`config.mk`:
```
export PLATFORM = sky130hd
export DESIGN_NAME = serial_alu_n_flat
export DESIGN_NICKNAME = d
export VERILOG_FILES = /design/src/rtl/serial_alu_pkg.sv /design/src/rtl/serial_alu_n_if.sv /design/src/rtl/serial_alu_slice.sv /design/src/rtl/serial_alu_n.sv /design/src/flat_wrapper.sv
export SDC_FILE = /design/constraint.sdc
export NUM_CORES = 1
export LEC_CHECK = 0
export ABC_AREA = 1
export CORE_MARGIN = 1.5
export CORE_UTILIZATION = 40
export DETAILED_ROUTE_END_ITERATION = 10
export GPL_TIMING_DRIVEN = 0
export PLACE_DENSITY = 0.77
export SETUP_SLACK_MARGIN = 0.4
export SKIP_CTS_REPAIR_TIMING = 1
export SYNTH_ARGS = -nofsm -noshare
export SYNTH_HDL_FRONTEND = slang
export SYNTH_SLANG_ARGS = --single-unit
```
`constraint.sdc`:
```
create_clock -name clk -period 1.5 [get_ports clk]
set_clock_uncertainty 0.1 [all_clocks]
set_input_delay 0.15 -clock clk [delete_from_list [all_inputs] [get_ports clk]]
set_output_delay 0.15 -clock clk [all_outputs]
set_load 0.02 [all_outputs]
```
`src/rtl/serial_alu_pkg.sv`:
```
// Shared types for the digit-serial ALU: operation encodings and FSM states.
package serial_alu_pkg;

    typedef enum logic [1:0] {
        OP_PASS = 2'b00,
        OP_NOR  = 2'b01,
        OP_ADD  = 2'b10,
        OP_SHR  = 2'b11
    } alu_op_t;

    typedef enum logic {
        ST_IDLE = 1'b0,
        ST_RUN  = 1'b1
    } alu_state_t;

endpackage

```
`src/rtl/serial_alu_n_if.sv`:
```
// Start/busy/done handshake plus operand and result bus of the serial ALU.
interface serial_alu_n_if #(
    parameter int WIDTH = 16
);
    import serial_alu_pkg::*;

    logic             start;
    alu_op_t          op;
    logic             cin;
    logic [WIDTH-1:0] a;
    logic [WIDTH-1:0] x;
    logic             busy;
    logic             done;
    logic [WIDTH-1:0] result;
    logic             cout;
    logic             zero;

    modport master (
        output start, op, cin, a, x,
        input  busy, done, result, cout, zero
    );

    modport slave (
        input  start, op, cin, a, x,
        output busy, done, result, cout, zero
    );

endinterface

```
`src/rtl/serial_alu_slice.sv`:
```
// Combinational DIGIT-bit ALU slice built from a chain of 1-bit cells.
module serial_alu_slice
    import serial_alu_pkg::*;
#(
    parameter int DIGIT = 1
) (
    input  logic [DIGIT-1:0] a_d,
    input  logic [DIGIT-1:0] x_d,
    input  logic             x_la,
    input  logic             c_in,
    input  alu_op_t          op,
    output logic [DIGIT-1:0] r_d,
    output logic             c_out
);

    // Returns {carry_out, result_bit}; only ADD modifies the carry, the rest pass it through.
    function automatic logic [1:0] alu_cell(input alu_op_t f, input logic ab, input logic xb,
                                            input logic xn, input logic ci);
        logic [1:0] res;
        case (f)
            OP_PASS: res = {ci, xb};
            OP_NOR:  res = {ci, ~(ab | xb)};
            OP_ADD:  res = {(ab & xb) | (ci & (ab ^ xb)), ab ^ xb ^ ci};
            default: res = {ci, xn};
        endcase
        return res;
    endfunction

    logic [DIGIT:0] c;
    logic [DIGIT:0] xe;

    assign c[0] = c_in;
    assign xe   = {x_la, x_d};

    for (genvar i = 0; i < DIGIT; i++) begin : g_cell
        assign {c[i+1], r_d[i]} = alu_cell(op, a_d[i], xe[i], xe[i+1], c[i]);
    end

    assign c_out = c[DIGIT];

endmodule

```
`src/rtl/serial_alu_n.sv`:
```
// Digit-serial ALU: WIDTH-bit operation processed LSB-first, DIGIT bits per clock.
module serial_alu_n
    import serial_alu_pkg::*;
#(
    parameter int WIDTH = 16,
    parameter int DIGIT = 1
) (
    input logic           clk,
    input logic           rst_n,
    serial_alu_n_if.slave bus
);

    localparam int N     = WIDTH / DIGIT;
    localparam int CNT_W = $clog2(N + 1);

    if (DIGIT < 1 || (WIDTH % DIGIT) != 0) begin : g_bad_digit
        $error("serial_alu_n: WIDTH must be a non-zero multiple of DIGIT");
    end

    alu_state_t       state_q, state_d;
    logic [CNT_W-1:0] cnt_q;
    logic [WIDTH-1:0] a_sr, x_sr, r_sr;
    alu_op_t          op_q;
    logic             cin_q;
    logic             carry_q;
    logic [WIDTH-1:0] result_q;
    logic             cout_q;
    logic             zero_q;
    logic             done_q;

    logic             load;
    logic             step;
    logic             last;
    logic             x_la;
    logic [DIGIT-1:0] r_d;
    logic             slice_c;
    logic             carry_d;
    logic [WIDTH-1:0] r_next;

    assign last = (cnt_q == CNT_W'(N - 1));

    always_comb begin
        state_d = state_q;
        load    = 1'b0;
        step    = 1'b0;
        case (state_q)
            ST_IDLE: begin
                if (bus.start) begin
                    load    = 1'b1;
                    state_d = ST_RUN;
                end
            end
            ST_RUN: begin
                step = 1'b1;
                if (last) state_d = ST_IDLE;
            end
            default: state_d = ST_IDLE;
        endcase
    end

    always_ff @(posedge clk or negedge rst_n) begin
        if (!rst_n) state_q <= ST_IDLE;
        else        state_q <= state_d;
    end

    // The shift-right look-ahead bit comes from the next digit, or from cin on the final digit.
    if (DIGIT < WIDTH) begin : g_la
        assign x_la = last ? cin_q : x_sr[DIGIT];
    end else begin : g_la_full
        assign x_la = cin_q;
    end

    serial_alu_slice #(.DIGIT(DIGIT)) u_slice (
        .a_d   (a_sr[DIGIT-1:0]),
        .x_d   (x_sr[DIGIT-1:0]),
        .x_la  (x_la),
        .c_in  (carry_q),
        .op    (op_q),
        .r_d   (r_d),
        .c_out (slice_c)
    );

    // SHR shifts out x[0]; it is captured on the first digit and then carried through unchanged.
    assign carry_d = (op_q == OP_SHR && cnt_q == '0) ? x_sr[0] : slice_c;
    assign r_next  = (r_sr >> DIGIT) | (WIDTH'(r_d) << (WIDTH - DIGIT));

    always_ff @(posedge clk or negedge rst_n) begin
        if (!rst_n) begin
            a_sr     <= '0;
            x_sr     <= '0;
            r_sr     <= '0;
            op_q     <= OP_PASS;
            cin_q    <= 1'b0;
            carry_q  <= 1'b0;
            cnt_q    <= '0;
            result_q <= '0;
            cout_q   <= 1'b0;
            zero_q   <= 1'b0;
            done_q   <= 1'b0;
        end else begin
            done_q <= step & last;
            if (load) begin
                a_sr    <= bus.a;
                x_sr    <= bus.x;
                r_sr    <= '0;
                op_q    <= bus.op;
                cin_q   <= bus.cin;
                carry_q <= bus.cin;
                cnt_q   <= '0;
            end else if (step) begin
                a_sr    <= a_sr >> DIGIT;
                x_sr    <= x_sr >> DIGIT;
                r_sr    <= r_next;
                carry_q <= carry_d;
                cnt_q   <= cnt_q + CNT_W'(1);
                if (last) begin
                    result_q <= r_next;
                    cout_q   <= carry_d;
                    zero_q   <= (r_next == '0);
                end
            end
        end
    end

    assign bus.busy   = (state_q == ST_RUN);
    assign bus.done   = done_q;
    assign bus.result = result_q;
    assign bus.cout   = cout_q;
    assign bus.zero   = zero_q;

endmodule

```
`src/flat_wrapper.sv`:
```
// flat-port wrapper written by rule: the top's interface ports become plain ports
module serial_alu_n_flat import serial_alu_pkg::*;
#(
    parameter int WIDTH = 16,
    parameter int DIGIT = 1
)
  (clk, rst_n, bus_start, bus_op, bus_cin, bus_a, bus_x, bus_busy, bus_done, bus_result, bus_cout, bus_zero);
  serial_alu_n_if #(.WIDTH(WIDTH)) bus_i ();
  input logic clk;
  input logic rst_n;
  input wire logic [$bits(bus_i.start)-1:0] bus_start;
  input wire logic [$bits(bus_i.op)-1:0] bus_op;
  input wire logic [$bits(bus_i.cin)-1:0] bus_cin;
  input wire logic [$bits(bus_i.a)-1:0] bus_a;
  input wire logic [$bits(bus_i.x)-1:0] bus_x;
  output wire logic [$bits(bus_i.busy)-1:0] bus_busy;
  output wire logic [$bits(bus_i.done)-1:0] bus_done;
  output wire logic [$bits(bus_i.result)-1:0] bus_result;
  output wire logic [$bits(bus_i.cout)-1:0] bus_cout;
  output wire logic [$bits(bus_i.zero)-1:0] bus_zero;
  assign bus_i.start = bus_start;
  assign bus_i.op = bus_op;
  assign bus_i.cin = bus_cin;
  assign bus_i.a = bus_a;
  assign bus_i.x = bus_x;
  assign bus_busy = bus_i.busy;
  assign bus_done = bus_i.done;
  assign bus_result = bus_i.result;
  assign bus_cout = bus_i.cout;
  assign bus_zero = bus_i.zero;
  serial_alu_n #(.WIDTH(WIDTH), .DIGIT(DIGIT)) u_core (.clk(clk), .rst_n(rst_n), .bus(bus_i));
endmodule
```
==> summary.md <==
| Metric | Value |
|---|---|
| Combinational family with the most area after synthesis | simple AND/OR/NAND/NOR gates |
| Inserted Clock Buffers | 9 |
| Post-Synth Adder-Cell Area | under 10% |
| Setup crit end kind | flop |
| Worst slew margin | 38.1% |
| Top area cells in the synthesized netlist | dfrtp_1, nand2_1, inv_1 |
| Post-Layout Cell Count | 559 |
| Slew Viols, Final | 0 |
| DP Wirelength | 5080 um |
| Initial DRC count | 168 |
| Data arrival time of the worst path | 1.74 ns |
| Top-count cell post-synth | nand2_1 |
| Total track usage | 18.2% |
| Nets | 495 |
| I/O Buffers | 57 |
| Fmax | 630 MHz |
| Core area | around 7800 sq um |
| Placer Congestion | 0.822 |
| Net Count, Synth | 391 |
| Yosys reg bits | 76 |
| Final Hold Violating Endpoints | 76 |
| Ys flop type | dfrtp_1 |
| Post-synth EDFFs | 0 |
| Crit path kind | flop to flop |
| Met1 usage | 23.2% |
| Clock buffer depth | 2 |
| TritonCTS clock tree | yes |
| Antenna violations before repair | 0 |
| Ratio of cells with drive above 1 in the final layout | 42.5% |
| Final WS setup | -0.0882 ns |
| Synth Area in Compound Gates | between 10% and 20% |
| Vias in the first global route | 2580 |
| Post-synth top area share | 58.4% |
| Commonest cells in the netlist | nand2_1, dfrtp_1, inv_1, o21ai_0, o221ai_1 |
| Worst vdd ir | 0.725 mV |
| Status | finished with violations |
| Least-Margin Pin Slew | 0.929 ns |
| Required @ worst endpoint | around 1.7 ns |
| Netlist cell types | 26 |
| Die height | between 90 and 100 um |
| Post-Synth Simple-Gate Area | 16.1% |
| CTS Root Cell | clkbuf_8 |
| CTS sink cnt | 76 |
| Fin crit period | 1.59 ns |
| Dpl ws | -0.0778 ns |
| FFs w/ async S/R, synth | 100% |
| Total Power | 10.0 mW |
| # H-tree levels | 3 |
| Mapped Avg Cell Area | 9.35 sq um |
| Per-cell routed wire length | 17.7 um |
| Vias post-DR | 2956 |
| Reg clk slew, reported paths | 0.08 ns |
| Final setup violating endpoints | 17 |
| Pre-Repair DR Iteration Count | 5 |
| Largest net degree at the start of global routing | 77 |
| DP Area | 4060 sq um |
| Residual DRC count | 0 |
| Met3 usage | under 10% |
| Hold slack | -0.156 ns |
| Final WL | 9920 um |
| First-pass GRT wire length | 12100 um |
| Xor/xnor share of the synthesized area | 0% |
| # Max-Cap Violations | 0 |
| M2 GR Usage | between 30% and 40% |
| Worst min path class | primary input to async pin |
| Yosys top cell by area | dfrtp_1 |
| Final core utilization | 69.3% |
| Seq/Total Area, Yosys | 58.4% |
| Die width | slightly above 90 um |
| RSZ-0062 raised after global routing | true |
| Failing checks | negative hold slack, negative setup slack |
| Placed Cells | 507 |
| GR Overflow Total | 0 |
| DR vias/cell | 5.29 |
| Layout area overhead | 66.3% |
| Syn Inst Count | 348 |
| Ports | 58 |
| Worst-Skew Late Latency | 0.35 ns |
| Post-Syn Area | 3250 sq um |
| Layout fillers | 550 |
| Final cycle utilization of the critical path | 106% |
| Ys Warns | 0 |
| Crit-path max FO | 3 |
| Starting Density | 41.7% |
| Global routing's busiest layer | met2 |
| Leak | 2.67 nW |
| Die footprint | 8690 sq um |
| Post-route design area | roughly 5400 sq um |
| Post-synthesis mux area share | 0% |
| Ant. Diodes | 0 |
| DRT antenna net count | 0 |
| CP Launch Type | flop |
| Power Dens Cells | 1850 nW/um^2 |
| Num rows | 32 |
==> cells by family (layout without fill, tap and decap cells) <==
family / after synthesis / after routing
simple gates: 130 / 130
fa+ha+maj: 5 / 5
compound gates: 67 / 67
flops: 76 / 76
buf+inv: 70 / 179
==> flip-flops by register name, summed over array words and instances, names as in the netlist <==
signal,count
u_core.cin_q,1
u_core.bus.busy,1
u_core.bus.done,1
u_core.bus.cout,1
u_core.carry_q,1
u_core.a_sr,16
u_core.cnt_q,5
u_core.x_sr,16
u_core.bus.result,16
u_core.r_sr,15
u_core.bus.zero,1
u_core.op_q,2
==> per-layer routing <==
metal | vias up | share of wire, %
li1 | 1345 | -
met1 | 1463 | 38
met2 | 122 | 53
met3 | 26 | 5.3
met4 | 0 | 3.0
met5 | - | 0
==> critical path, cell delays in order, from the launching register on <==
cell and delay [ns]:
dfrtp_1 0.45, fa_2 0.58, nand3_1 0.10, nand2_1 0.11
nor2_2 0.05, nand2_1 0.05, nand2_1 0.04
==> power breakdown <==
group          internal [mW]  leakage [nW]  switching (mW)
combinational           2.29          1.57            2.44
sequential              2.84         0.979           0.545
clock                   1.11         0.120           0.801
==> path summary, 6_finish.rpt <==
| path | cells past startpoint | slack, ns | endpoint | startpoint |
|---|---|---|---|---|
| worst max-delay path | 6 | -0.09 | u_core.bus.zero | u_core.carry_q |
| worst min-delay path | 1 | -0.16 | u_core.r_sr[9] | rst_n |
| worst max register to register | 6 | -0.09 | u_core.bus.zero | u_core.carry_q |
| worst min register to register | 2 | 0.41 | u_core.bus.result[5] | u_core.bus.result[5] |
| max in group asynchronous | 1 | 0.83 | u_core.bus.busy | rst_n |
| min in group clk | 3 | 0.27 | u_core.a_sr[15] | bus_a[15] |
==> through the flow <==
step	setup TNS [ns]	hold slack [ns]
floorplan	0	-0.246
global placement	-176.03	0.366
detailed placement	-1.49	0.249
CTS	-2.85	-0.131
global route	-1.43	-0.0910
finish	-0.387	-0.156
==> layout make-up <==
class	instances	area, sq um	share of cell area, %
Buffer	16	239	4.42
Clock buffer	10	128	2.36
Clock inverter	6	113	2.08
Inverter	54	241	4.46
Multi-Input combinational cell	202	1610	29.8
Sequential cell	76	1900	35.2
Tap cell	102	128	2.36
Timing Repair Buffer	92	1040	19.1
Timing Repair inverter	1	11.3	0.208
==> cells in the final DEF (no fill, tap or decap), drive strengths merged, types with 3 or more instances in the layout <==
| cell | count |
|---|---|
| buf | 63 |
| bufinv | 3 |
| clkbuf | 19 |
| clkdlybuf4s50 | 36 |
| clkinv | 4 |
| dfrtp | 76 |
| ha | 4 |
| inv | 54 |
| nand2 | 102 |
| nand3 | 11 |
| nand4 | 3 |
| nor2 | 12 |
| o211ai | 8 |
| o21ai | 26 |
| o221ai | 17 |
| o22ai | 14 |
Note: power is estimated with default switching activity, not from simulation.
